[src/rtl/msb_pkg.sv]
// Shared definitions for the multi-stream BRAM buffer: stream / cache-line
// tag types, the line tag struct and the BRAM write-address packing.
// Used by bram_fill_ctrl, bram_top and the stream tracker.
package msb_pkg;

    localparam int L1_NSTRMS       = 16;
    localparam int L1_NCL          = 16;
    localparam int L1_NSTRMS_WIDTH = $clog2(L1_NSTRMS);
    localparam int L1_NCL_WIDTH    = $clog2(L1_NCL);
    localparam int WA_WIDTH        = L1_NSTRMS_WIDTH + L1_NCL_WIDTH + 1;

    typedef logic [L1_NSTRMS_WIDTH-1:0] st_t;
    typedef logic [L1_NCL_WIDTH-1:0]    cl_t;

    typedef struct packed {
        st_t st;
        cl_t cl;
    } line_tag_t;

    // BRAM row of one half line: {stream, cache line, half}
    function automatic logic [WA_WIDTH-1:0] wa(input line_tag_t tag, input logic half);
        return {tag.st, tag.cl, half};
    endfunction

endpackage

[src/rtl/base_areg.sv]
// Single-entry valid/ready output register.
// Ports:
//   clk, reset         clock, synchronous active-high reset
//   src_v/src_r/src_d  upstream side; src_r = slot empty or being drained
//   dst_v/dst_r/dst_d  downstream side; dst_d is stable while dst_v & !dst_r
module base_areg #(
    parameter int WIDTH = 8
) (
    input  logic             clk,
    input  logic             reset,
    input  logic             src_v,
    output logic             src_r,
    input  logic [WIDTH-1:0] src_d,
    output logic             dst_v,
    input  logic             dst_r,
    output logic [WIDTH-1:0] dst_d
);

    assign src_r = !dst_v || dst_r;

    always_ff @(posedge clk) begin
        if (reset) begin
            dst_v <= 1'b0;
        end else if (src_r) begin
            dst_v <= src_v;
        end
    end

    always_ff @(posedge clk) begin
        if (src_v && src_r) begin
            dst_d <= src_d;
        end
    end

endmodule

[src/rtl/bram_fill_ctrl.sv]
// Write-side controller for one L2 write channel of the multi-stream BRAM
// buffer. Assembles tagged response beats into half-line words, writes each
// half to the BRAM and posts one fill-complete notification per line.
// Ports:
//   clk1x, reset           clock, synchronous active-high reset
//   i_v/i_r                response beat handshake
//   i_st/i_cl/i_d          beat stream tag, cache-line tag, data
//   o_we/o_wa/o_wd         BRAM write port, address {st, cl, half}
//   o_fill_v/o_fill_r      fill-complete handshake
//   o_fill_st/o_fill_cl    tag of the completed line
//   o_err                  sticky tag-mismatch error
module bram_fill_ctrl
    import msb_pkg::*;
#(
    parameter int DATA_WIDTH = 64,
    parameter int WAYS       = 8,
    parameter int RAM_DEPTH  = 512,
    parameter int BEAT_WIDTH = 256,
    parameter int l1_nstrms  = 16,
    parameter int l1_ncl     = 16,
    localparam int ADDR_WIDTH      = $clog2(RAM_DEPTH),
    localparam int l1_nstrms_width = $clog2(l1_nstrms),
    localparam int l1_ncl_width    = $clog2(l1_ncl),
    localparam int HALF_WIDTH      = WAYS * DATA_WIDTH
) (
    input  logic                       clk1x,
    input  logic                       reset,
    input  logic                       i_v,
    output logic                       i_r,
    input  logic [l1_nstrms_width-1:0] i_st,
    input  logic [l1_ncl_width-1:0]    i_cl,
    input  logic [BEAT_WIDTH-1:0]      i_d,
    output logic                       o_we,
    output logic [ADDR_WIDTH-1:0]      o_wa,
    output logic [HALF_WIDTH-1:0]      o_wd,
    output logic                       o_fill_v,
    input  logic                       o_fill_r,
    output logic [l1_nstrms_width-1:0] o_fill_st,
    output logic [l1_ncl_width-1:0]    o_fill_cl,
    output logic                       o_err
);

    localparam int BPH = HALF_WIDTH / BEAT_WIDTH;
    localparam int BPL = 2 * BPH;
    localparam int BCW = (BPL > 1) ? $clog2(BPL) : 1;
    localparam int SLW = (BPH > 1) ? $clog2(BPH) : 1;

    if (l1_nstrms_width + l1_ncl_width + 1 != ADDR_WIDTH) begin : g_chk_addr
        $error("bram_fill_ctrl: stream + line + half bits must equal ADDR_WIDTH");
    end
    if (BPH < 1 || (HALF_WIDTH % BEAT_WIDTH) != 0) begin : g_chk_beat
        $error("bram_fill_ctrl: BEAT_WIDTH must divide WAYS*DATA_WIDTH");
    end
    if (l1_nstrms_width != $bits(st_t) || l1_ncl_width != $bits(cl_t)) begin : g_chk_tag
        $error("bram_fill_ctrl: tag widths disagree with msb_pkg");
    end
    if (ADDR_WIDTH != WA_WIDTH) begin : g_chk_wa
        $error("bram_fill_ctrl: ADDR_WIDTH disagrees with msb_pkg");
    end

    logic [BCW-1:0]                  bc;
    logic [BCW-1:0]                  eff_bc;
    logic [BCW-1:0]                  bc_nxt;
    logic [SLW-1:0]                  slot;
    logic                            half;
    line_tag_t                       tag;
    line_tag_t                       beat_tag;
    line_tag_t                       cur_tag;
    line_tag_t                       fill_tag;
    logic [BPH-1:0][BEAT_WIDTH-1:0]  hbuf;
    logic [BPH-1:0][BEAT_WIDTH-1:0]  hbuf_nxt;
    logic                            take;
    logic                            mism;
    logic                            complete;
    logic                            line_done;
    logic                            fill_ready;

    // A pending, unaccepted fill blocks new beats so a completing line can
    // always load the fill register.
    assign i_r      = !reset && fill_ready;
    assign beat_tag = {i_st, i_cl};

    always_comb begin
        take      = i_v && i_r;
        // A foreign tag mid-line abandons the current line and restarts at beat 0.
        mism      = take && (bc != '0) && (beat_tag != tag);
        eff_bc    = mism ? '0 : bc;
        cur_tag   = (eff_bc == '0) ? beat_tag : tag;
        half      = (eff_bc >= BCW'(BPH));
        slot      = SLW'(half ? (eff_bc - BCW'(BPH)) : eff_bc);
        hbuf_nxt       = hbuf;
        hbuf_nxt[slot] = i_d;
        complete  = take && ((eff_bc == BCW'(BPH - 1)) || (eff_bc == BCW'(BPL - 1)));
        line_done = take && (eff_bc == BCW'(BPL - 1));
        bc_nxt    = (eff_bc == BCW'(BPL - 1)) ? '0 : eff_bc + BCW'(1);
    end

    always_ff @(posedge clk1x) begin
        if (reset) begin
            bc    <= '0;
            o_we  <= 1'b0;
            o_err <= 1'b0;
        end else begin
            o_we <= complete;
            if (mism) o_err <= 1'b1;
            if (take) bc <= bc_nxt;
        end
    end

    // Datapath only moves on an accepted beat, which never happens in reset.
    always_ff @(posedge clk1x) begin
        if (take) begin
            hbuf <= hbuf_nxt;
            if (eff_bc == '0) tag <= beat_tag;
        end
        if (complete) begin
            o_wa <= wa(cur_tag, half);
            o_wd <= hbuf_nxt;
        end
    end

    base_areg #(
        .WIDTH (l1_nstrms_width + l1_ncl_width)
    ) u_fill_reg (
        .clk   (clk1x),
        .reset (reset),
        .src_v (line_done),
        .src_r (fill_ready),
        .src_d (cur_tag),
        .dst_v (o_fill_v),
        .dst_r (o_fill_r),
        .dst_d (fill_tag)
    );

    assign o_fill_st = fill_tag.st;
    assign o_fill_cl = fill_tag.cl;

endmodule

[config.mk]
export PLATFORM = sky130hd
export DESIGN_NAME = bram_fill_ctrl
export DESIGN_NICKNAME = d
export VERILOG_FILES = /design/src/rtl/msb_pkg.sv /design/src/rtl/base_areg.sv /design/src/rtl/bram_fill_ctrl.sv
export SDC_FILE = /design/constraint.sdc
export NUM_CORES = 1
export LEC_CHECK = 0
export ABC_AREA = 1
export CAP_MARGIN = 20
export CORE_AREA = 2 2 313 315
export DETAILED_ROUTE_END_ITERATION = 10
export DIE_AREA = 0 0 315 317
export PLACE_DENSITY = 0.68
export SLEW_MARGIN = 20
export SYNTH_ARGS = -nofsm -noshare
export SYNTH_HDL_FRONTEND = slang
export SYNTH_HIERARCHICAL = 1
export SYNTH_SLANG_ARGS = --single-unit
[constraint.sdc]
create_clock -name clk1x -period 24.7 [get_ports clk1x]
set_input_delay 3.705 -clock clk1x [delete_from_list [all_inputs] [get_ports clk1x]]
set_output_delay 3.705 -clock clk1x [all_outputs]
set_load 0.02 [all_outputs]
Word level (Yosys, flattened, before mapping)
Cells that the tools add are included.
Operators by class
  bitwise gates (word level): 0
  reductions and logical operators: 14
  shift operators: 0
  eq/ne operators: 3
  multiply operators: 0
  magnitude comparators: 3
  div/mod/pow operators: 0
  multiplexer cells: 7
  add/subtract/negate cells: 2
Operators by type and width (number)
  $bwmux W512: 1
  $demux W256 S1: 1
  $mux W256: 1
  $logic_and A1 B1 Y1: 8
  $mux W8: 1
  $ne A8 B8 Y1: 1
  $mux W2: 2
  $add A2 B1 Y2 const B: 1
  $eq A2 B1 Y1 const B: 1
  $eq A2 B2 Y1 const B: 1
  $ge A2 B2 Y1 const B: 1
  $logic_not A1 Y1: 2
  $logic_not A2 Y1: 1
  $logic_or A1 B1 Y1: 2
  $lt A1 B2 Y1 const B: 1
  $reduce_bool A2 Y1: 1
  $ge A1 B1 Y1 const B: 1
  $mux W1: 1
  $sub A1 B1 Y1 const B: 1
Word-level totals
  memories: 0
  bits in latches: 0
  register bits: 1054
  logic and storage cells: 40
  bits of input ports: 268
  bits in read-only memories: 0
  memory bits (writable): 0
  output and inout bits: 533

Longest topological paths before layout
Gate-level depths: netlist of the first run.
  depth in word-level cells: 14
  mapped depth: 15
  gate-level depth less buffers: 14

By module
Netlist of the first run, hierarchy kept.
Modules (own cells, without submodules)
  bram_fill_ctrl: times used 1, seq. area each 31340.1 um^2, cells an instance 2826, area an instance 39675.6 um^2
  base_areg: times used 1, seq. area each 260.2 um^2, cells an instance 14, area an instance 287.8 um^2

Worst setup path before layout of the first run
Ideal clock, no wire load.
  kind: in2reg
  start: input port o_fill_r
  end: register o_wa[0] (enable)
  required time: 23917 ps
  buffers on the path: 0
  library setup time: 783 ps
  stages on the path: 8
  setup slack: -2196 ps
  data arrival time: 26113 ps
  path through: inv_2 > nand2_2 > inv_1 > nor2_2 > nand2_2 > inv_1 > nand3_1 > inv_1
Between the ends
  longest elaborated chain between the ends: 9
  elaborated cells between the ends (all ways): 10
  classes of those cells: 2 x eq/ne; 1 x mux; 7 x reduce/logical
RTL lines
  from (decl): RTL line bram_fill_ctrl.sv:37  | input logic o_fill_r,
  $logic_or A1 B1 Y1 (*): RTL line base_areg.sv:19  | assign src_r = !dst_v || dst_r;
  via fill_ready: RTL line bram_fill_ctrl.sv:76  | logic fill_ready;
  $logic_and A1 B1 Y1 (*): RTL line bram_fill_ctrl.sv:80  | assign i_r = !reset && fill_ready;
  via i_r: RTL line bram_fill_ctrl.sv:29  | output logic i_r,
  $logic_and A1 B1 Y1 (*): RTL line bram_fill_ctrl.sv:84  | take = i_v && i_r;
  via take: RTL line bram_fill_ctrl.sv:72  | logic take;
  $logic_and A1 B1 Y1 (2 in series): RTL line bram_fill_ctrl.sv:86  | mism = take && (bc != '0) && (beat_tag != tag);
  $mux W2: RTL line bram_fill_ctrl.sv:87  | eff_bc = mism ? '0 : bc;
  $eq A2 B1 Y1 / $eq A2 B2 Y1 (equally long branches): RTL line bram_fill_ctrl.sv:93  | complete = take && ((eff_bc == BCW'(BPH - 1)) || (eff_bc == BCW'(BPL - 1)));
  $logic_or A1 B1 Y1: RTL line bram_fill_ctrl.sv:93
  $logic_and A1 B1 Y1 (*): RTL line bram_fill_ctrl.sv:93
  via complete: RTL line bram_fill_ctrl.sv:74  | logic complete;
  to (signal assigned): RTL line bram_fill_ctrl.sv:117  | o_wa <= wa(cur_tag, half);
  to (decl): RTL line bram_fill_ctrl.sv:34  | output logic [ADDR_WIDTH-1:0] o_wa,
The timed path passes the listed nets; every way through them passes the cells marked *.
A chain may end at the register's enable or synchronous reset.

Worst setup path in the final report of the first run
  start: input port reset
  end: output port i_r
Between the ends
  longest elaborated chain between the ends: 2
RTL lines
  from (decl): RTL line bram_fill_ctrl.sv:27  | input logic reset,
  $logic_not A1 Y1: RTL line bram_fill_ctrl.sv:80
  $logic_and A1 B1 Y1: RTL line bram_fill_ctrl.sv:80
  to (decl): RTL line bram_fill_ctrl.sv:29
No other way between the ends.

==> results.md, run 1 <==
* Outcome: finished clean
* Leakage at 19.42 nW
* Die area at 99,860 µm²
* Starting Density at 41.51%
* WP data arrival at 5.08 ns
* Rel. slew slack at 24.79%
* TritonCTS buffer count at 108
* Critical setup path kind: in2out
* Clock transition at the registers of the reported paths at 0.06 ns
* DR iter-0 viols at 2,105
* Post-synthesis cell area at 39,960 µm²
* Worst hold path class: reg2reg
* Pwr per Cell Area at 78.68 nW/µm²
* Worst-path fanout max at 5
* Slew Viols, Final at 0
* Via density at 5.034
* Initial antenna violation count at 16
* Final WS setup at 15.92 ns
* H-tree depth at 3
* Post-DP HPWL at 67,400 µm
* CTS tree: yes
* Post-CTS setup buffer count at 0
* Root Buffer: clkbuf_16
* Vias at 25,040
* Rows at 114
* Clock Skews at 0.02391 ns
* Hold buffers post-CTS at 0
* Register area share after synthesis at 79.07%
* Asr flop ratio synth at 0%
* Yosys top cell area share at 78.82%
* Post-route ant nets at 0
* First-pass GRT wire length at 152,600 µm
* Sink Count at 1,054
* Final setup TNS at 0 ns
* Final count of hold timing violations at 0
* Syn Inst Count at 2,840
* Peak supply drop at 0.05984 mV
* IO Count at 801
* Largest net degree at the start of global routing at 197
* Design Power at 0.004093 W
* Required time worst endpoint at 21.00 ns
* RSZ-0062 raised after global routing: no
* Sequential cell area at 31,600 µm²
* Period Utilization, post-route at 35.56%
* Die Y at 317 µm
* Worst-margin pin slew at 1.128 ns
* CP Capture Type: primary output
* Startpoint Class: input port
* Fmax at 113.9 MHz
* Synth area leader: edfxtp_1
* Core footprint at 96,280 µm²
* Post-synthesis cell type count at 24
* Hold Crit Depth at 2
* Layout cells sized above 1 at 7.108%
* Reg2Reg Setup Slack at 19.56 ns
* DIE WIDTH at 315 µm
* Fin nets at 3,872
* EDFF count, synth at 1,049
* Vias in the first global route at 24,300
* Synth top area cells: edfxtp_1 (79%), nand2_1 (9.9%), nand3_1 (5.3%)
* Flops & latches, synth at 1,054
* Fill count at 7,915
* Clock Path Buffers at 3
* DRC at 0
* Multi-input gate area at 7187 µm²
* Fin crit period at 8.783 ns
* R2R cell count at 12
* DRT Pass-1 Iters at 7
* RePlAce Congestion at 0.8916
* Syn_area_per_cell at 14.07 µm²
* Total GRT Usage at 20.22%
* Worst skew pair latency at 0.68 ns
* Count leader, synth: nand2_1
* Post-CTS Resized at 0
* Final Setup Violations at 0
* Max Cap Viol at 0
* GRT overflow at 0
* Routed Wire Length at 105,300 µm
* Prevailing post-synth register cell: edfxtp_1
* Post-Syn Nets at 3,110
* Area grow syn2layout at 30.18%
* Top post-synthesis cells by count: nand2_1 (1,051), edfxtp_1 (1,049), nand3_1 (423)
* Ys Warns at 6
* DR WL/cell at 21.18 µm
* Post-place setup slack at 15.60 ns
* Port Buffers at 800
[cell families after synthesis]
group	count (synthesis)	share of synthesized area [%]
compound gates	11	0.1628
fa+ha+maj	2	0.06261
buf+inv	194	2.999
xor+xnor	3	0.06576
simple gates	1573	17.55
mux	3	0.08453
flops	1054	79.07
[area by class of cell]
cell class	instances	share of cell area [%]
Multi-Input combinational cell	1592	13.81
Inverter	23	0.1876
Sequential cell	1054	60.75
Clock buffer	145	5.579
Clock inverter	49	0.6541
Tap cell	1276	3.069
Timing Repair Buffer	823	15.89
Antenna cell	12	0.05772
[stage by stage]
stage	area, µm²	std cells	hold WS, ns	util, %
floorplan	39970	2840	0.4699	-
global placement	48750	4768	0.4699	50.64
detailed placement	48750	4768	0.4392	50.64
CTS	52000	4962	0.4489	54.01
global route	52020	4973	0.4639	54.03
finish	52030	4974	0.4480	54.04
[report_power, final]
| group | internal (W) | total, W | switching (W) |
|---|---|---|---|
| logic | 0.000152 | 0.000438 | 0.000286 |
| registers | 0.00211 | 0.00214 | 0.0000267 |
| clock network | 0.000852 | 0.00151 | 0.000663 |
[routing by layer]
metal,global-route usage (%),share of wire [%]
met1,25.40,39
met2,32.79,49
met3,5.198,7.5
met4,9.751,4.3
met5,0,0.048
[cell usage in the layout, fill, tap and decap left out, types with 16 or more instances in the layout]
cell type	synthesis	final
nand3_1	423	423
inv_1	22	20
nand2_1	1051	1051
clkdlybuf4s50_1	0	800
edfxtp_1	1049	1049
clkinv_1	0	27
nand3_2	90	90
buf_4	14	16
clkbuf_16	0	109
clkbuf_1	21	32
[sequential cells by signal, summed over array words and instances (netlist names)]
name and cells:
bc 2, hbuf 512, o_err 1, o_wa 9, o_wd 512, o_we 1
tag 8, u_fill_reg/dst_d 8, u_fill_reg/dst_v 1
[critical path, cell delays in order]
cell and delay (ns):
clkdlybuf4s50_1 0.55, nor2_2 0.20, clkdlybuf4s50_1 0.62
[worst paths after layout]
path / from / to
setup / recovery: reset / i_r
hold / removal: o_err / o_err
setup reg to reg: tag[1] / o_wd[381]
hold reg to reg: o_err / o_err
Power figures use the tool's default switching activity.
==> run 2, diff against run 1 <==
Settings changed: CORE_AREA 2 2 313 315 to 2 2 316 318, DIE_AREA 0 0 315 317 to 0 0 318 320, PLACE_DENSITY 0.68 to 0.64.
Clock period 24.7 ns to 8.6 ns, I/O delays scaled along.
==> run 2 against run 1 <==
Hold slack improved by 0.025 ns. Critical path depth rose by 9. Combinational power rose to 2.9 times the previous value. Sequential share of layout area down 0.24 points. Count of clock-buffer cells in the layout down 12. Critical endpoint is now o_wd[174]. Largest cell class unchanged.
==> results.md, run 2 (same netlist as run 1, synthesis figures left out) <==
* CTS tree: yes
* RSZ-0062 raised after global routing: no
* Final setup TNS at 0 ns
* CP Capture Type: flip-flop
* Fmax at 205.3 MHz
* First-pass GRT wire length at 154,800 µm
* Post-route ant nets at 0
* Rel. slew slack at 22.60%
* Peak supply drop at 0.1789 mV
* Via density at 5.024
* GRT overflow at 0
* Layout cells sized above 1 at 7.540%
* Initial antenna violation count at 16
* Worst-path fanout max at 159
* Post-DP HPWL at 66,840 µm
* Final Setup Violations at 0
* Commonest non-fill, non-tap cell in the layout: nand2_1
* Leakage at 19.52 nW
* Hold buffers post-CTS at 0
* Required time worst endpoint at 8.81 ns
* Rows at 115
* Post-CTS Resized at 0
* H-tree depth at 3
* Die Y at 320 µm
* Total GRT Usage at 19.94%
* Combinational Power Share at 10.5%
* TritonCTS buffer count at 109
* DRT Pass-1 Iters at 7
* RePlAce Congestion at 0.8843
* Max Cap Viol at 0
* Starting Density at 40.78%
* Switching Fraction at 23.72%
* Post-place setup slack at 3.099 ns
* Outcome: finished clean
* Post-CTS setup buffer count at 0
* Min Hold Slack at 0.4730 ns
* Fin nets at 3,874
* Clock Path Buffers at 3
* Biggest regs: hbuf x512, o_wd x512, o_wa x9
* Final WS setup at 3.729 ns
* Sink Count at 1,054
* WP data arrival at 5.08 ns
* Sw Pwr at 0.002826 W
* Vias at 25,030
* DR iter-0 viols at 2,217
* Area grow syn2layout at 30.70%
* Sequential cell area at 31,600 µm²
* DR WL/cell at 21.13 µm
* Critical setup path kind: in2reg
* Clock transition at the registers of the reported paths at 0.06 ns
* Final count of hold timing violations at 0
* Fin crit period at 4.871 ns
* DRC at 0
* Clock power frac at 37.9%
* Worst hold path class: reg2reg
* Dpl cell area at 48,820 µm²
* Worst skew pair latency at 0.70 ns
* Clock Skews at 0.02225 ns
* Int Pwr at 0.009089 W
* Final core occ at 53.30%
* Startpoint Class: input port
* Root Buffer: clkbuf_16
* Slew Viols, Final at 0
* Port Buffers at 800
* Commonest non-fill, non-tap cells in the layout: nand2_1 (1,051), edfxtp_1 (1,049), clkdlybuf4s50_1 (800)
* Largest net degree at the start of global routing at 181
* Period Utilization, post-route at 56.64%
* Routed Wire Length at 105,300 µm
* Die area at 101,800 µm²
* Pwr per Cell Area at 228.1 nW/µm²
* Worst-margin pin slew at 1.161 ns
* Core footprint at 97,990 µm²
* Multi-input gate area at 7202 µm²
* Sequential power share at 51.7%
* Vias in the first global route at 24,260
* Fill count at 8,063
* DIE WIDTH at 318 µm
* Post-route design area at 52,230 µm²
* IO Count at 801
run 2: cell types whose count changed in the layout (fill, tap and decap cells not counted), moves of 3 or more:
cell | before | now
bufinv_16 | 3 | 7
clkbuf_8 | 4 | 0
clkinv_1 | 27 | 24
clkbuf_16 | 109 | 112
clkinv_2 | 12 | 21
diode_2 | 12 | 9
clkbuf_1 | 32 | 21
run 2: power by group through the flow:
stage	sequential, W	combinational (W)	clock [W]
2_1_floorplan	0.00641	0.000630	0
3_3_place_gp	0.00626	0.00123	0
3_5_place_dp	0.00626	0.00126	0
4_1_cts	0.00616	0.00126	0.00460
5_1_grt	0.00618	0.00137	0.00479
6_report	0.00616	0.00125	0.00451
run 2: critical path, cell delays in order:
cell and delay, ns:
clkdlybuf4s50_1 0.62, inv_12 0.04, nand2_4 0.06, inv_2 0.04, nor2_4 0.12, nand2_4 0.09, a21oi_2 0.23, nand2_8 0.35
nand3_1 0.36, clkinvlp_4 0.64, buf_4 0.55, buf_12 0.31
run 2: routing by layer:
metal / vias up / track usage [%] / wire [µm]
met5: - / 0 / 78
met4: 12 / 6.836 / 2819
met1: 12340 / 24.96 / 41300
met3: 150 / 5.838 / 8033
li1: 11640 / - / -
met2: 893 / 33.11 / 53080
run 2: path summary, 6_finish.rpt:
kind / end / slack [ns] / cells past startpoint / from
hold reg to reg: o_err / 0.47 / 2 / o_err
hold / removal: o_err / 0.47 / 2 / o_err
setup reg to reg: o_wd[174] / 4.22 / 7 / bc[0]
setup / recovery: o_wd[174] / 3.73 / 12 / o_fill_r
run 2: metrics by stage:
| step | cells | total power (W) |
|---|---|---|
| final | 4983 | 0.01192 |
| after global routing | 4983 | 0.01234 |
| after CTS | 4974 | 0.01202 |
| after detailed placement | 4780 | 0.007517 |
| after global placement | 4780 | 0.007492 |
| after floorplan | 2840 | 0.007035 |
run 2: final cells by class:
| class | instances | area share [%] |
|---|---|---|
| Clock buffer | 133 | 5.517 |
| Multi-Input combinational cell | 1592 | 13.79 |
| Tap cell | 1287 | 3.083 |
| Antenna cell | 9 | 0.04312 |
| Clock inverter | 61 | 0.9630 |
| Inverter | 23 | 0.2036 |
| Timing Repair Buffer | 824 | 15.89 |
| Sequential cell | 1054 | 60.51 |
==> run 3, diff against run 2 <==
Settings changed: CORE_AREA 2 2 316 318 to 2 2 313 315, DIE_AREA 0 0 318 320 to 0 0 315 317, PLACE_DENSITY 0.64 to 0.68.
Clock period 8.6 ns to 4.45 ns, I/O delays scaled along.
==> run 3 against run 2 <==
Non-clock buffer count is 13 higher. Register-to-register slack worse by 2.6 ns. Clock power is 93% higher. Sequential cell count stayed put. Count of clock-buffer cells in the layout is 6 higher. Power is 93% higher. Via count is 1.3% higher. Critical path depth is 6 lower. Utilization is 1.2 points higher. Sequential power is 93% higher. Combinational power is 97% higher. Wire length is 0.97% higher.
==> results.md, run 3 (same netlist as run 1, synthesis figures left out) <==
* Biggest regs: hbuf x512, o_wd x512, o_wa x9
* Clock Skews at 0.01619 ns
* Int Pwr at 0.01758 W
* Vias in the first global route at 24,580
* Pwr per Cell Area at 439.4 nW/µm²
* Fin nets at 3,888
* Largest net degree at the start of global routing at 191
* Total GRT Usage at 20.51%
* Worst-path fanout max at 2
* Die Y at 317 µm
* GRT overflow at 0
* Slew Viols, Final at 0
* Clock Path Buffers at 3
* DR iter-0 viols at 2,465
* DIE WIDTH at 315 µm
* Peak supply drop at 0.3918 mV
* Core footprint at 96,280 µm²
* Clock power frac at 37.7%
* Worst-margin pin slew at 1.394 ns
* Period Utilization, post-route at 65.42%
* Fill count at 7,865
* Layout cells sized above 1 at 7.620%
* Root Buffer: clkbuf_16
* TritonCTS buffer count at 110
* Rel. slew slack at 7.038%
* Fin crit period at 2.911 ns
* Post-DP HPWL at 68,210 µm
* DRT Pass-1 Iters at 6
* DR WL/cell at 21.33 µm
* Post-CTS Resized at 0
* Initial antenna violation count at 14
* First-pass GRT wire length at 155,300 µm
* Post-CTS setup buffer count at 0
* Via density at 5.087
* WP data arrival at 2.24 ns
* Sequential power share at 51.6%
* Final count of hold timing violations at 0
* Max Cap Viol at 0
* Commonest non-fill, non-tap cells in the layout: nand2_1 (1,051), edfxtp_1 (1,049), clkdlybuf4s50_1 (800)
* Leakage at 19.60 nW
* Port Buffers at 800
* Worst hold path class: reg2reg
* DRC at 0
* Sink Count at 1,054
* Area grow syn2layout at 31.20%
* H-tree depth at 3
* Switching Fraction at 23.68%
* CP Capture Type: primary output
* Final Setup Violations at 0
* Vias at 25,360
* Clock transition at the registers of the reported paths at 0.06 ns
* Placed cells at 4,782
* Final core occ at 54.46%
* Die area at 99,860 µm²
* CTS tree: yes
* Finished Layout Cells at 4,985
* Fmax at 343.5 MHz
* Worst skew pair latency at 0.68 ns
* Outcome: finished clean
* Min Hold Slack at 0.4756 ns
* Starting Density at 41.51%
* Required time worst endpoint at 3.78 ns
* Combinational Power Share at 10.7%
* Post-route ant nets at 0
* RePlAce Congestion at 0.8887
* Rows at 114
* Routed Wire Length at 106,300 µm
* Critical setup path kind: in2out
* IO Count at 801
* RSZ-0062 raised after global routing: no
* Startpoint Class: input port
* Sw Pwr at 0.005455 W
* Hold buffers post-CTS at 0
* Commonest non-fill, non-tap cell in the layout: nand2_1
run 3: changes by cell type in the layout (fill, tap and decap cells not counted), sizes merged:
cell      delta
clkinv       -7
clkinvlp     +2
diode        -1
clkbuf       +6
buf         +13
run 3: power by group through the flow:
| stage | Clock (W) | Sequential, W | Combinational, W |
|---|---|---|---|
| finish | 0.00870 | 0.0119 | 0.00246 |
| global route | 0.00931 | 0.0119 | 0.00270 |
| CTS | 0.00889 | 0.0119 | 0.00248 |
| detailed placement | 0 | 0.0121 | 0.00246 |
| global placement | 0 | 0.0121 | 0.00241 |
| floorplan | 0 | 0.0124 | 0.00122 |
run 3: area by class of cell:
| class | count | area (µm²) | share of cell area, % |
|---|---|---|---|
| multi-input cells | 1592 | 7202 | 13.74 |
| well taps | 1276 | 1597 | 3.045 |
| flip-flops and latches | 1054 | 31600 | 60.28 |
| clock inverters | 56 | 464.2 | 0.8853 |
| diodes | 8 | 20.02 | 0.03818 |
| inverters | 23 | 106.4 | 0.2028 |
| clock buffers | 139 | 2904 | 5.539 |
| repair buffers | 837 | 8536 | 16.28 |
run 3: metal layers:
metal | global-route usage (%) | part of all wire, % | wire (µm) | up-vias
met5 | 0 | 0.070 | 74 | -
met4 | 8.680 | 3.5 | 3746 | 12
met3 | 5.876 | 8.4 | 8901 | 186
met2 | 33.30 | 49 | 52560 | 1015
met1 | 25.81 | 39 | 41050 | 12470
li1 | - | - | - | 11680
run 3: worst paths after layout:
path,start,slack (ns),cells past startpoint,to
worst min register to register,o_err,0.48,2,o_err
worst max register to register,bc[0],1.59,7,o_wd[428]
worst min-delay path,o_err,0.48,2,o_err
worst max-delay path,o_fill_r,1.54,6,i_r
run 3: through the flow:
stage                     setup WS, ns  power, W  TNS [ns]  area, µm²
after detailed placement        0.9587   0.01455         0      49040
after global placement          0.9848   0.01449         0      49040
after CTS                        1.538   0.02326         0      52410
after floorplan                 -12.97   0.01360  -9225.63      40000
final                            1.539   0.02304         0      52430
after global routing             1.407   0.02393         0      52430
run 3: worst max-delay path, cell delays in order:
cell             delay [ns]
clkdlybuf4s50_1        0.62
inv_12                 0.04
nand2_4                0.06
inv_2                  0.04
nor2_4                 0.13
clkdlybuf4s50_1        0.68
==> edit, RTL diff (settings of run 1) <==
Change the parameter `BEAT_WIDTH` from 256 to 128.
--- a/src/rtl/bram_fill_ctrl.sv
+++ b/src/rtl/bram_fill_ctrl.sv
@@ -15,7 +15,7 @@
     parameter int DATA_WIDTH = 64,
     parameter int WAYS       = 8,
     parameter int RAM_DEPTH  = 512,
-    parameter int BEAT_WIDTH = 256,
+    parameter int BEAT_WIDTH = 128,
     parameter int l1_nstrms  = 16,
     parameter int l1_ncl     = 16,
     localparam int ADDR_WIDTH      = $clog2(RAM_DEPTH),
Interface: changed (resized i_d); port bits go from 801 to 673. The function was not compared with the original's and may differ.
==> edit against run 1 <==
- worst setup slack hardly changed
- die area did not move
- first-iteration DRC count shrank 28%
- sequential cell count increased by 1
- area after synthesis fell by 4.3%
- wire length down 12%
- sequential share of layout area grew 2.7 points
- total power shrank 6.4%
- clock skew is 5.1 ps lower
- maximum frequency about the same
- final area down 4.2%
==> edit: results (changes against run 1) <==
Parameter                              Value

Power and ir drop
  Int Pwr    0.00305 W (-2.2%)
  Cell leakage power    16.9 nW (-13%)
  Max VDD drop    0.0780 mV (+30%)

Global routing
  First-pass GRT wire length    134,000 um (-12%)
  Number of global-route vias before repair    20.8k (-14%)
  Initial antenna violation count    7 (-9)
  GR Util All Layers    17.9% (-2.3 points)
  Maximum number of pins on one net before global-route repair    177 (-10%)

Synth
  Area contributors post-synth    sky130_fd_sc_hd__edfxtp_1 (82%), sky130_fd_sc_hd__mux2_2 (11%), sky130_fd_sc_hd__nand2_1 (4.2%), sky130_fd_sc_hd__buf_2 (0.73%), sky130_fd_sc_hd__dfxtp_1 (0.31%)
  Net count after synthesis    2,138 (-31%)
  Commonest cells in the synthesized netlist    sky130_fd_sc_hd__edfxtp_1 (1,049), sky130_fd_sc_hd__nand2_1 (426), sky130_fd_sc_hd__mux2_2 (383), sky130_fd_sc_hd__buf_2 (56), sky130_fd_sc_hd__inv_1 (17)
  Proportion of synthesized chip area in sequential cells    82.7% (+3.6 points)
  Seq cells post-synth    1,055 (+0.095%)

Critical path
  Critical register-to-register path endpoint    o_wd[211]$_DFFE_PP_
  Origin of the critical flop-to-flop path    tag[6]$_DFFE_PP_
  Worst Setup SP    o_fill_r
  Worst reg2reg setup slack    19,060 ps (-500 ps)
  Critical path peak fanout    2 (-3)

Place
  Number of port buffers    672 (-16%)
  Hpwl dp    59,800 um (-11%)
  DP Area    46,500 um^2 (-4.7%)

Drt
  Number of detailed-routing iterations run before antenna repair    5 (-2)
  Wire length on met2    47,000 um (-9.5%)
  Met1 wire length    34,500 um (-15%)
  Drt first-iter violations    1,520 (-28%)
  Met3 wire len    7030 um (-11%)
  Aggregate routed wire length    92,500 um (-12%)

Timing
  Worst Max-Slew Pin Slew    1190 ps (+60.9 ps)
  Worst Clk Skew    18.9 ps (-5.06 ps)

Final layout
  Final net count    2,865 (-26%)
  Ratio of cells with drive above 1 in the final layout    20.2% (+13 points)

Outcome
  Run status    finished clean

Clock network
  Clock network latency to the later pin of the worst-skew pair    660 ps (-20 ps)
  Number of buffers created by CTS    106 (-1.9%)

Min path
  Endpoint, Worst Hold    o_err$_SDFFE_PP0P_
edit: area by class of cell:
| class | count | area [um^2] |
|---|---|---|
| clock buffer | 129 | 2760 |
| fill | 7762 | 46400 |
| antenna | 3 | 7.51 |
| timing repair buffer | 690 | 6920 |
| multi-input combinational | 846 | 6250 |
| inverter | 21 | 91.3 |
| sequential | 1055 | 31600 |
| tap | 1276 | 1600 |
| clock inverter | 66 | 611 |
edit: layer usage:
| layer | vias up | GRT usage [%] |
|---|---|---|
| li1 | 8968 | - |
| met1 | 10300 | 20.3 |
| met2 | 650 | 30.8 |
| met3 | 174 | 5.88 |
| met4 | 6 | 7.90 |
| met5 | - | 0 |
edit: per-stage QoR:
step                      setup WS, ps  cells  power (W)  hold slack [ps]
after global routing             15680   4086    0.00396              519
after CTS                        15920   4082    0.00387              483
after global placement           15380   3887    0.00230              441
final                            15920   4086    0.00383              483
after detailed placement         15240   3887    0.00231              475
after floorplan                   5760   1993    0.00224              455
edit: kinds of logic after synthesis:
group / count (synthesis) / synth area share [%]
fa+ha+maj: 5 / 0.164
mux: 384 / 11.3
xor+xnor: 3 / 0.0687
simple gates: 449 / 4.58
compound gates: 5 / 0.0786
flops: 1055 / 82.7
buf+inv: 92 / 1.09
edit: worst max path at each step:
| stage | end |
|---|---|
| 4_1_cts | i_r |
| 2_1_floorplan | o_wa[0]$_DFFE_PP_ |
| 3_3_place_gp | o_wd[211]$_DFFE_PP_ |
| 5_1_grt | o_wd[275]$_DFFE_PP_ |
| 6_report | i_r |
| 3_5_place_dp | o_wd[86]$_DFFE_PP_ |
edit: worst max-delay path, stage by stage:
cell and delay, ps:
sky130_fd_sc_hd__clkdlybuf4s50_1 470, sky130_fd_sc_hd__inv_2 40, sky130_fd_sc_hd__nand2_2 70, sky130_fd_sc_hd__inv_1 60
sky130_fd_sc_hd__nor2_4 110, sky130_fd_sc_hd__clkdlybuf4s50_1 620
edit: power groups by stage:
stage          clock network (W)  registers [W]  logic, W
2_1_floorplan                  0        0.00210  0.000131
3_3_place_gp                   0        0.00209  0.000212
3_5_place_dp                   0        0.00209  0.000221
4_1_cts                  0.00160        0.00206  0.000222
5_1_grt                  0.00166        0.00206  0.000238
6_report                 0.00156        0.00206  0.000220
